[config.mk]
export PLATFORM = sky130hd
export DESIGN_NAME = unary_stream_decoder
export DESIGN_NICKNAME = d
export VERILOG_FILES = /design/src/rtl/unary_pkg.sv /design/src/rtl/unary_result_fifo.sv /design/src/rtl/unary_stream_decoder.sv
export SDC_FILE = /design/constraint.sdc
export NUM_CORES = 1
export LEC_CHECK = 0
export ABC_AREA = 1
export CORE_AREA = 2 2 54 56
export DETAILED_ROUTE_END_ITERATION = 10
export DIE_AREA = 0 0 56 58
export PLACE_DENSITY = 0.74
export SLEW_MARGIN = 30
export SYNTH_ARGS = -nofsm -noshare
export SYNTH_HDL_FRONTEND = slang
export SYNTH_HIERARCHICAL = 1
export SYNTH_SLANG_ARGS = --single-unit
[constraint.sdc]
create_clock -name clk -period 1.6 [get_ports clk]
set_input_delay 0.32 -clock clk [delete_from_list [all_inputs] [get_ports clk]]
set_output_delay 0.32 -clock clk [all_outputs]
set_load 0.005 [all_outputs]
[src/rtl/unary_pkg.sv]
// Shared types for the unary stream decoder: FSM states and the decoded result record.
package unary_pkg;

  // Default binary operand width; the top module's BIN_BITS defaults to this.
  localparam int BIN_BITS_DEF = 4;

  typedef enum logic {
    IDLE  = 1'b0,
    COUNT = 1'b1
  } state_t;

  // Result record at the default width. The top derives its own copy for other widths.
  typedef struct packed {
    logic                  sat;
    logic [BIN_BITS_DEF:0] count;
  } result_t;

  // Packed width of a result record: sat bit plus a BIN_BITS+1 count.
  function automatic int res_w(input int bin_bits);
    return bin_bits + 2;
  endfunction

endpackage

[src/rtl/unary_result_fifo.sv]
// Small synchronous FIFO for decoded results. Pop is ignored when empty; a push
// to a full FIFO is accepted only when a pop frees a slot in the same cycle.
module unary_result_fifo #(
  parameter int W          = 6,
  parameter int FIFO_DEPTH = 2
) (
  input  logic         clk,
  input  logic         reset,
  input  logic         push,
  input  logic [W-1:0] push_data,
  input  logic         pop,
  output logic [W-1:0] pop_data,
  output logic         full,
  output logic         empty
);

  localparam int PW = (FIFO_DEPTH > 1) ? $clog2(FIFO_DEPTH) : 1;
  localparam int CW = $clog2(FIFO_DEPTH + 1);

  logic [W-1:0]  mem [FIFO_DEPTH];
  logic [PW-1:0] wr_ptr, rd_ptr;
  logic [CW-1:0] count;
  logic          do_push, do_pop;

  assign empty    = (count == '0);
  assign full     = (count == CW'(FIFO_DEPTH));
  assign do_pop   = pop && !empty;
  assign do_push  = push && (!full || do_pop);
  assign pop_data = mem[rd_ptr];

  function automatic logic [PW-1:0] ptr_next(input logic [PW-1:0] p);
    return (p == PW'(FIFO_DEPTH - 1)) ? '0 : p + PW'(1);
  endfunction

  // Storage write; contents need no reset since count gates visibility.
  always_ff @(posedge clk) begin
    if (!reset && do_push) mem[wr_ptr] <= push_data;
  end

  // Pointer and occupancy bookkeeping.
  always_ff @(posedge clk) begin
    if (reset) begin
      wr_ptr <= '0;
      rd_ptr <= '0;
      count  <= '0;
    end else begin
      if (do_push) wr_ptr <= ptr_next(wr_ptr);
      if (do_pop)  rd_ptr <= ptr_next(rd_ptr);
      case ({do_push, do_pop})
        2'b10:   count <= count + CW'(1);
        2'b01:   count <= count - CW'(1);
        default: count <= count;
      endcase
    end
  end

endmodule

[src/rtl/unary_stream_decoder.sv]
// Decodes a serial unary stream (burst of 1s closed by a 0 or flush) into a
// saturating binary count, buffering results in a small FIFO.
module unary_stream_decoder
  import unary_pkg::*;
#(
  parameter int BIN_BITS   = BIN_BITS_DEF,
  parameter int FIFO_DEPTH = 2
) (
  input  logic              clk,
  input  logic              reset,
  input  logic              in,
  input  logic              flush,
  output logic [BIN_BITS:0] out_count,
  output logic              out_sat,
  output logic              out_valid,
  input  logic              out_ready,
  output logic              busy,
  output logic              dropped
);

  localparam int                U_BITS = 2 ** BIN_BITS;
  localparam logic [BIN_BITS:0] U_MAX  = (BIN_BITS + 1)'(U_BITS);
  localparam int                W      = res_w(BIN_BITS);

  typedef struct packed {
    logic              sat;
    logic [BIN_BITS:0] count;
  } res_t;

  state_t            state;
  logic [BIN_BITS:0] cnt;
  logic              sat;
  logic              at_max;
  logic              push;
  res_t              push_res, head;
  logic [W-1:0]      head_bits;
  logic              full, empty;

  assign at_max = (cnt == U_MAX);

  // Decide whether this cycle closes a frame and what result it carries.
  always_comb begin
    push     = 1'b0;
    push_res = '0;
    case (state)
      IDLE: begin
        if (flush) begin
          push           = 1'b1;
          push_res.count = {{BIN_BITS{1'b0}}, in};
        end
      end
      COUNT: begin
        if (flush) begin
          // Current bit counts toward the closing frame, with saturation.
          push           = 1'b1;
          push_res.sat   = sat | (in & at_max);
          push_res.count = (in && !at_max) ? cnt + (BIN_BITS + 1)'(1) : cnt;
        end else if (!in) begin
          push           = 1'b1;
          push_res.sat   = sat;
          push_res.count = cnt;
        end
      end
      default: ;
    endcase
  end

  // Burst-counting FSM.
  always_ff @(posedge clk) begin
    if (reset) begin
      state <= IDLE;
      cnt   <= '0;
      sat   <= 1'b0;
    end else begin
      case (state)
        IDLE: begin
          if (!flush && in) begin
            state <= COUNT;
            cnt   <= (BIN_BITS + 1)'(1);
          end
        end
        COUNT: begin
          if (flush || !in) begin
            state <= IDLE;
            cnt   <= '0;
            sat   <= 1'b0;
          end else if (at_max) begin
            sat <= 1'b1;
          end else begin
            cnt <= cnt + (BIN_BITS + 1)'(1);
          end
        end
        default: state <= IDLE;
      endcase
    end
  end

  // Sticky overflow flag: a result arrived with no room and no pop to make room.
  always_ff @(posedge clk) begin
    if (reset) dropped <= 1'b0;
    else if (push && full && !out_ready) dropped <= 1'b1;
  end

  unary_result_fifo #(
    .W          (W),
    .FIFO_DEPTH (FIFO_DEPTH)
  ) u_fifo (
    .clk       (clk),
    .reset     (reset),
    .push      (push),
    .push_data (push_res),
    .pop       (out_ready),
    .pop_data  (head_bits),
    .full      (full),
    .empty     (empty)
  );

  assign head      = head_bits;
  assign out_valid = !empty;
  assign out_count = empty ? '0 : head.count;
  assign out_sat   = !empty && head.sat;
  assign busy      = (state == COUNT);

endmodule

==> results of run 1 <==
[area by class of cell]
type                            count  area share [%]
Multi-Input combinational cell    110            37.3
Sequential cell                    25            36.7
Timing Repair Buffer               34            15.4
Inverter                           31            6.73
Tap cell                           31            2.24
Clock buffer                        3            1.30
Clock inverter                      1           0.290
[cells in the mapped netlist, types with 2 or more instances]
master    count  share of area, %
inv_2         6               1.6
inv_1        25               6.8
nand3_1      13               4.7
o21ai_0       5               1.8
nand2_1      24               6.5
mux2_2        6               4.9
nand4_1       5               2.3
o211ai_1      2               1.1
edfxtp_1     12                26
a21oi_1       6               2.2
dfxtp_1      13                19
a21oi_2       2               1.3
ha_1          3               2.7
nand2_4       2               1.6
nor2_1       30               8.2
nor2_2        2              0.91
nand2_2       4               1.8
[report_power, final]
part | internal [mW] | switching, mW | leakage (nW)
Sequential | 0.731 | 0.0480 | 0.225
Clock | 0.0938 | 0.191 | 0.0177
Combinational | 0.266 | 0.258 | 0.576
Total | 1.09 | 0.497 | 0.818
[what timing repair did]
action / CTS / global route
setup buffers: 7 / 0
endpoints found under the setup margin: 8 / 9
pin swaps: 1 / 0
gates resized for setup: 47 / 3
[metrics by stage]
stage | TNS (ns) | hold slack [ns] | utilization [%] | total power [mW] | instance area, um^2
after floorplan | 0 | 0.389 | - | 1.06 | 1380
after global placement | -2.52 | 0.451 | 61.1 | 1.22 | 1630
after detailed placement | -3.42 | 0.463 | 61.1 | 1.24 | 1630
after CTS | -0.151 | 0.482 | 64.7 | 1.57 | 1720
after global routing | -0.352 | 0.512 | 64.9 | 1.68 | 1730
final | -0.125 | 0.477 | 64.9 | 1.59 | 1730
[sequential cells by signal (all words and copies together) (netlist names), named ones only]
register and cells:
u_fifo/wr_ptr 1, u_fifo/count 2, u_fifo/rd_ptr 1, dropped 1, busy 1, cnt 5, sat 1, u_fifo/mem 12
[worst max-delay path, stage by stage, from the launching register on]
cell     delay [ns]
dfxtp_4        0.41
buf_6          0.11
mux2_4         0.29
inv_2          0.04
nor2_1         0.03
buf_2          0.11
[cells by family (layout without fill, tap and decap cells)]
family	count (synthesis)	after routing	share of synthesized area, %
DFF	25	25	45.1
muxes	6	6	4.90
xor gates and xnor gates	1	1	0.636
and+or+nand+nor	83	83	29.0
buffers and inverters	34	69	10.2
adders and majority gates	3	3	2.73
AOI/OAI and AO/OA	17	17	7.54
[path summary, 6_finish.rpt]
kind                        start              end  slack (ns)  cells past startpoint
setup / recovery        flip-flop          out_sat       -0.03                      5
hold / removal                sat              sat        0.48                      2
setup reg to reg  u_fifo/count[0]  u_fifo/count[1]        0.15                     10
hold reg to reg               sat              sat        0.48                      2
[layer usage]
metal / global-route usage [%] / wire [um] / up-vias
li1: - / - / 611
met1: 23.3 / 1180 / 528
met2: 30.3 / 1280 / 30
met3: 2.01 / 114 / 5
met4: 7.14 / 46 / 0
met5: 0 / 0 / -
==> metrics.md, run 1 <==
| Metric | Value |
|---|---|
| Status | `complete, but fails checks` |
| Failing checks | `setup timing` |
| Number of global-route vias before repair | `roughly 1.1k` |
| Wirelength per Cell | `about 11 um` |
| DR vias/cell | `between 4 and 5` |
| Synth Instances | `approximately 170` |
| Core area | `between 2000 and 3000 um^2` |
| Clock root buffer | `clkbuf_4` |
| Area Growth Syn to Fin | `25.4%` |
| Final nets | `213` |
| Rows | `19` |
| Final setup violation count | `4` |
| Final Instance Count excl. Fillers | `roughly 240` |
| Dpl ws | `-0.193 ns` |
| Sequential Area | `634 um^2` |
| Sequential area share after synthesis | `45.0%` |
| # diodes | `0` |
| DR pass1 iterations | `4` |
| Routed wire length | `2.62 mm` |
| Worst path arrival time | `around 1.3 ns` |
| Worst Hold Class | `flip-flop to flip-flop` |
| Async set-reset flop share out of synthesis | `0%` |
| Max Root-Sink Buffers | `2` |
| Placed Instances | `about 220` |
| Synth unique cells | `26` |
| Clock skew | `approximately 0.0014 ns` |
| Req. time, crit path | `~1.3 ns` |
| Synthesized area | `approximately 1400 um^2` |
| RSZ-0062 raised after global routing | `true` |
| Syn Nets | `about 180` |
| Maximum clock frequency | `between 600 and 700 MHz` |
| Worst-Margin Slew | `about 0.36 ns` |
| Via count | `~1.2k` |
| H-tree depth | `1` |
| Hold Buf Count CTS | `0` |
| I/O pins | `14` |
| Critical path launch point type | `flip-flop` |
| Predominant post-synthesis flop cell | `dfxtp_1` |
| Pwr dens | `about 900 nW/um^2` |
| #FFs+latches synth | `25` |
| Port buffer count | `13` |
| Max-Cap Viols | `0` |
| Initial antenna violation count | `0` |
| Routed Antenna Nets | `0` |
| Post-synth EDFFs | `12` |
| First-pass GRT wire length | `roughly 4.5 mm` |
| Die area | `roughly 3200 um^2` |
| Count of pins over their slew limit | `0` |
| Fin crit share | `102%` |
| Post-DP HPWL | `~2 mm` |
| Die X | `between 50 and 60 um` |
| Leak Pwr | `around 0.82 nW` |
| DRC | `0` |
| CTS sink count | `25` |
| Min cycle time layout | `around 1.6 ns` |
| Commonest non-fill, non-tap cells in the layout | `30 x nor2_1, 24 x nand2_1, 19 x inv_1, 18 x buf_4, 13 x nand3_1` |
| Layout cell share with drive strength beyond 1 | `roughly a third` |
| Routability cong. | `0.869` |
| PnR worst setup slack | `-0.0330 ns` |
| Initial Util | `roughly half` |
| Peak supply drop | `~800 uV` |
| CTS tree | `built` |
| Inserted Clock Buffers | `3` |
| Largest net degree at the start of global routing | `15` |
| Crit path max fanout | `4` |
| Final count of hold timing violations | `0` |
| Critical path class | `flip-flop to output pin` |
| Initial DRC count | `51` |
| Fill cells | `~220` |
| GRT overflow | `0` |
| Area of the multi-input gates | `~640 um^2` |
| Yosys warns | `6` |
| Chip height | `approximately 58 um` |
| CTS clk-pin slew, worst paths | `between 0.1 and 0.15 ns` |
| Commonest non-fill, non-tap cell in the layout | `nor2_1` |
| Slew margin rel. | `between 70% and 80%` |
| Mean Syn Cell Area | `slightly above 8 um^2` |
| Endpoint class of the critical path | `output pin` |
| Total track usage | `between 15 and 20%` |
| Worst-Skew Late Latency | `about 0.32 ns` |
Note: power is estimated with default switching activity, not from simulation.
==> inputs of run 2 (changes only) <==
CORE_AREA = 2 2 56 58   (was 2 2 54 56)
CTS_CLUSTER_SIZE = 16   (was default)
DIE_AREA = 0 0 58 60   (was 0 0 56 58)
PLACE_DENSITY = 0.79   (was 0.74)
clock period = 1.5 ns   (was 1.6 ns; I/O delays follow)
==> run 2 against run 1 <==
Effect of this change:
- the flow still finishes with violations (setup timing)
- die area rose by 7.1%
- largest power group unchanged
- wire length rose by 0.42%
- register-to-register slack worse by 0.09 ns
- non-clock buffer count is 1 higher
- final cell count increased by 1.3%
- count of clock-buffer cells in the layout is 1 higher
==> metrics.md, run 2 (same netlist as run 1, synthesis figures left out) <==
| Metric | Value |
|---|---|
| Hold_sp | `dropped` |
| Worst-Skew Late Latency | `around 0.31 ns` |
| Commonest non-fill, non-tap cell in the layout | `nor2_1` |
| Number of global-route vias before repair | `990` |
| H-tree depth | `1` |
| Top reg by flops | `u_fifo/mem` |
| Worst Hold Depth | `2` |
| CP Depth | `5` |
| Max-Cap Viols | `0` |
| Setup slack, reg-to-reg | `around 0.060 ns` |
| Hold Path Sink | `dropped` |
| Sw Share | `between 30% and 40%` |
| Worst R2R Start | `busy` |
| Final Instance Count excl. Fillers | `~240` |
| Crit path max fanout | `5` |
| Count of pins over their slew limit | `0` |
| Comb power frac | `between 30% and 40%` |
| PnR worst setup slack | `-0.119 ns` |
| Slew margin rel. | `between 70% and 80%` |
| Biggest regs | `u_fifo/mem x12, cnt x5, u_fifo/count x2` |
| Total track usage | `~16%` |
| Worst-Margin Slew | `between 0.3 and 0.4 ns` |
| Clock skew | `between 0.004 and 0.005 ns` |
| CTS tree | `built` |
| First-pass GRT wire length | `4.27 mm` |
| Worst Hold Class | `flip-flop to flip-flop` |
| Largest net degree at the start of global routing | `14` |
| Commonest non-fill, non-tap cells in the layout | `30 x nor2_1, 24 x nand2_1, 18 x inv_1, 16 x buf_4, 13 x inv_2` |
| Via count | `~1.1k` |
| Failing checks | `setup timing` |
| Area Growth Syn to Fin | `28.6%` |
| Die X | `slightly below 60 um` |
| Final nets | `about 210` |
| DRC | `0` |
| Final count of hold timing violations | `0` |
| GRT overflow | `0` |
| Critical path launch point type | `flip-flop` |
| Sequential Power Share | `between 40% and 50%` |
| DR pass1 iterations | `5` |
| Worst Reg2Reg Path Length in Cells | `7` |
| Min cycle time layout | `1.62 ns` |
| Psw | `between 0.5 and 0.6 mW` |
| FF-to-FF End | `u_fifo/mem[1][4]` |
| CTS clk-pin slew, worst paths | `between 0.1 and 0.15 ns` |
| Inserted Clock Buffers | `3` |
| CTS sink count | `25` |
| Leak Pwr | `between 0.8 and 0.9 nW` |
| Final setup violation count | `4` |
| Initial antenna violation count | `0` |
| Routed wire length | `2.64 mm` |
| Clock root buffer | `clkbuf_4` |
| Max reg flops | `12` |
| Placed Instances | `between 200 and 250` |
| Routability cong. | `~0.85` |
| Post-Place Cell Area | `1650 um^2` |
| Met1 usage | `around 22%` |
| Initial DRC count | `61` |
| Worst path arrival time | `about 1.3 ns` |
| Fin area | `1770 um^2` |
| Rows | `20` |
| Req. time, crit path | `~1.2 ns` |
| Global route hottest layer | `met2` |
| Int Pwr | `around 1.2 mW` |
| Core area | `2900 um^2` |
| Routed Antenna Nets | `0` |
| DR vias/cell | `4.80` |
| Initial Util | `a little under half` |
| Met2 Use GR | `between 20% and 30%` |
| Post-DP HPWL | `roughly 1.9 mm` |
| Endpoint class of the critical path | `output pin` |
| Maximum clock frequency | `roughly 600 MHz` |
| Die area | `approximately 3500 um^2` |
| Port buffer count | `13` |
| # diodes | `0` |
| Wirelength per Cell | `approximately 11 um` |
| Peak supply drop | `around 670 uV` |
| Layout cell share with drive strength beyond 1 | `35.1%` |
| GR Util met3 | `about 2%` |
| Pwr dens | `about 1000 nW/um^2` |
| CP peak stage delay | `0.41 ns` |
| Hold slack | `between 0.4 and 0.5 ns` |
| Crit path max-delay family | `flip-flops` |
| Fin crit share | `108%` |
| Part of the power in the clock network | `16.9%` |
| RSZ-0062 raised after global routing | `true` |
| Crit-path cells | `buf_6 -> mux2_4 -> inv_2 -> nor2_1 -> buf_2` |
| Fill cells | `between 200 and 300` |
| I/O pins | `14` |
| Max Root-Sink Buffers | `2` |
| Chip height | `~60 um` |
| Status | `complete, but fails checks` |
| Critical path class | `flip-flop to output pin` |
| Crit path buf inv count | `3` |
| Slowest CP cell | `dfxtp_4` |
## run 2: cell count changes in the layout (fill, tap and decap cells not counted), moves of 2 or more
cell and change:
buf_2 -2, dfxtp_4 -2, dfxtp_2 +2, buf_4 -2, buf_6 +2, clkbuf_2 +2
## run 2: repair_timing
item | in CTS | in global routing
setup endpoints to repair | 8 | 14
hold buffers | 0 | 0
pin swaps | 1 | 4
buffers inserted | 4 | 1
gates resized for setup | 37 | 17
## run 2: metal layers
layer  vias to the layer above  routed length (um)
li1                        619                   -
met1                       490                1170
met2                        27                1300
met3                         6                 104
met4                         0                  57
met5                         -                   0
## run 2: power groups by stage
stage / clock network (mW) / registers (mW) / logic, mW
6_report: 0.293 / 0.822 / 0.621
5_1_grt: 0.330 / 0.830 / 0.687
4_1_cts: 0.303 / 0.821 / 0.533
3_5_place_dp: 0 / 0.830 / 0.519
3_3_place_gp: 0 / 0.828 / 0.511
2_1_floorplan: 0 / 0.822 / 0.304
## run 2: worst max path at each step
stage	endpoint	slack [ns]
CTS	out_count[3]	-0.15
global placement	u_fifo/count[1]	-0.20
detailed placement	u_fifo/count[1]	-0.25
finish	out_count[1]	-0.12
floorplan	u_fifo/count[1]	0.08
global route	out_count[1]	-0.19
## run 2: layout make-up
type	instances	area [um^2]	area share [%]
Inverter	31	116	6.57
Sequential cell	25	629	35.5
Tap cell	33	41.3	2.33
Multi-Input combinational cell	110	661	37.3
Timing Repair Buffer	35	298	16.8
Clock buffer	4	26.3	1.48
## run 2: metrics by stage
stage	power, mW	utilization [%]	TNS [ns]	setup slack, ns
floorplan	1.13	-	0	0.0780
global placement	1.34	56.9	-5.00	-0.204
detailed placement	1.35	56.9	-5.81	-0.253
CTS	1.66	59.3	-0.674	-0.153
global route	1.85	61.0	-0.855	-0.189
finish	1.74	61.0	-0.420	-0.119
## run 2: worst min-delay path, delay by kind of cell, from the launching register on
family	cells	cell delay [ns]
DFF	1	0.34
and+or+nand+nor	2	0.11
==> variant: new RTL, flow settings as in run 2 <==
`FIFO_DEPTH` is set to 2 in 2 places; all go to 1.
--- a/src/rtl/unary_result_fifo.sv
+++ b/src/rtl/unary_result_fifo.sv
@@ -3,5 +3,5 @@
 module unary_result_fifo #(
   parameter int W          = 6,
-  parameter int FIFO_DEPTH = 2
+  parameter int FIFO_DEPTH = 1
 ) (
   input  logic         clk,
--- a/src/rtl/unary_stream_decoder.sv
+++ b/src/rtl/unary_stream_decoder.sv
@@ -5,5 +5,5 @@
 #(
   parameter int BIN_BITS   = BIN_BITS_DEF,
-  parameter int FIFO_DEPTH = 2
+  parameter int FIFO_DEPTH = 1
 ) (
   input  logic              clk,
Formal check against the unedited RTL: not equivalent (a bounded check fails within 4 cycles, from zero or initial values and one cycle with reset high).
==> variant against run 2 <==
  * Setup slack improved by 0.16 ns
  * Fmax rose by 11%
  * Largest cell class unchanged
  * Combinational power down 69%
  * Clock skew fell by 0.0020 ns
  * Final area down 35%
  * Global-route usage fell by 5.5 points
  * Routed wire length shrank 38%
  * Sequential cell count shrank 10
  * Count of clock-buffer cells in the layout down 1
  * Largest power group unchanged
  * Synthesized area fell by 34%
  * Power decreased by 49%
  * Critical path type unchanged
  * Worst hold slack about the same
==> variant: results (changes against run 2) <==
Outcome
  – Status: finished, final reports clean

Global routing
  – Total GRT Usage: 10.57% (-5.5 points)
  – Vias in the first global route: 669 (-32%)
  – GRT met3 Usage: 4.113% (+2.2 points)
  – Met1 Use GR: 12.10% (-9.7 points)

Setup path
  – CP max-delay cell: clkdlybuf4s50_1
  – Arrival time at the worst endpoint: 1.16 ns (-0.16 ns)
  – Crit path max-delay family: buffers and inverters

Drt
  – 1st-iter DRT viols: 17 (-72%)
  – Router iterations before antenna repair: 6 (+1)
  – Final wirelength: 1641 um (-38%)
  – Wire length on met3: 94 um (-9.6%)
  – Wire length on met2: 742 um (-43%)
  – Via-to-Cell Ratio: 4.383 (-8.7%)
  – Routed met1 length: 785 um (-33%)

Synthesis
  – Synth area leaders: dfxtp_1, edfxtp_1, nor2_1
  – Post-synthesis sequential area ratio: 39.34% (-5.7 points)
  – Syn Nets: 133 (-25%)

Clocking
  – Worst-skew pair later-pin latency: 0.29 ns (-0.02 ns)
  – CTS clk-pin slew, worst paths: 0.09 ns (-0.03 ns)

Timing
  – Clock Skew: 0.002708 ns (-0.002042 ns)
  – Worst slew pin tran: 0.3685 ns (+0.002446 ns)
  – Setup_tns: 0 ns (+0.4205 ns)

Final layout
  – Fillcell total: 294 (+9.3%)
  – Largest regs: u_fifo/mem (6), cnt (5)
  – Total Nets Final: 158 (-26%)

Power and ir drop
  – Worst vdd ir: 421.8 uV (-37%)
  – P_leak: 0.5573 nW (-34%)
  – Power Clock: 227 uW (-23%)
  – Switching part of the total: 28.92% (-1.6 points)

Place
  – DP HPWL: 1356 um (-29%)
variant: worst paths after layout:
| path | start | to | slack, ns | cells after the start |
|---|---|---|---|---|
| setup / recovery | busy$_SDFF_PP0_ | busy | 0.04 | 1 |
| hold / removal | sat$_SDFFE_PP0P_ | sat$_SDFFE_PP0P_ | 0.47 | 2 |
| setup reg to reg | cnt[1]$_SDFFE_PP0P_ | u_fifo/mem[0][1]$_DFFE_PP_ | 0.13 | 8 |
| hold reg to reg | sat$_SDFFE_PP0P_ | sat$_SDFFE_PP0P_ | 0.47 | 2 |
variant: area by class of cell:
cell class | instances | area (um2) | area share [%]
multi-input combinational | 83 | 439.2 | 37.95
inverter | 26 | 97.59 | 8.432
tap | 33 | 41.29 | 3.568
sequential | 15 | 362.8 | 31.35
timing repair buffer | 22 | 188.9 | 16.32
clock buffer | 3 | 22.52 | 1.946
clock inverter | 1 | 5.005 | 0.4324
variant: cells by family (layout without fill, tap and decap cells):
kind of cell	after synthesis	after routing	share of synthesized area [%]
xor+xnor	1	1	0.9565
fa+ha+maj	2	2	2.732
buf+inv	28	52	12.70
flops	15	15	39.34
simple gates	65	65	34.02
compound gates	15	15	10.25
variant: repair_timing:
item | in CTS | in global routing
gates resized for setup | 8 | 1
gates cloned | 0 | 0
setup endpoints to repair | 7 | 2
endpoints found under the hold margin | 0 | 0
setup buffers | 1 | 0
variant: per-stage QoR:
step / total power, mW / instances / cell area, um2
2_1_floorplan: 0.6031 / 126 / 915.9
3_3_place_gp: 0.6712 / 178 / 1129
3_5_place_dp: 0.6738 / 178 / 1129
4_1_cts: 0.9013 / 183 / 1156
5_1_grt: 0.9376 / 183 / 1157
6_report: 0.8878 / 183 / 1157
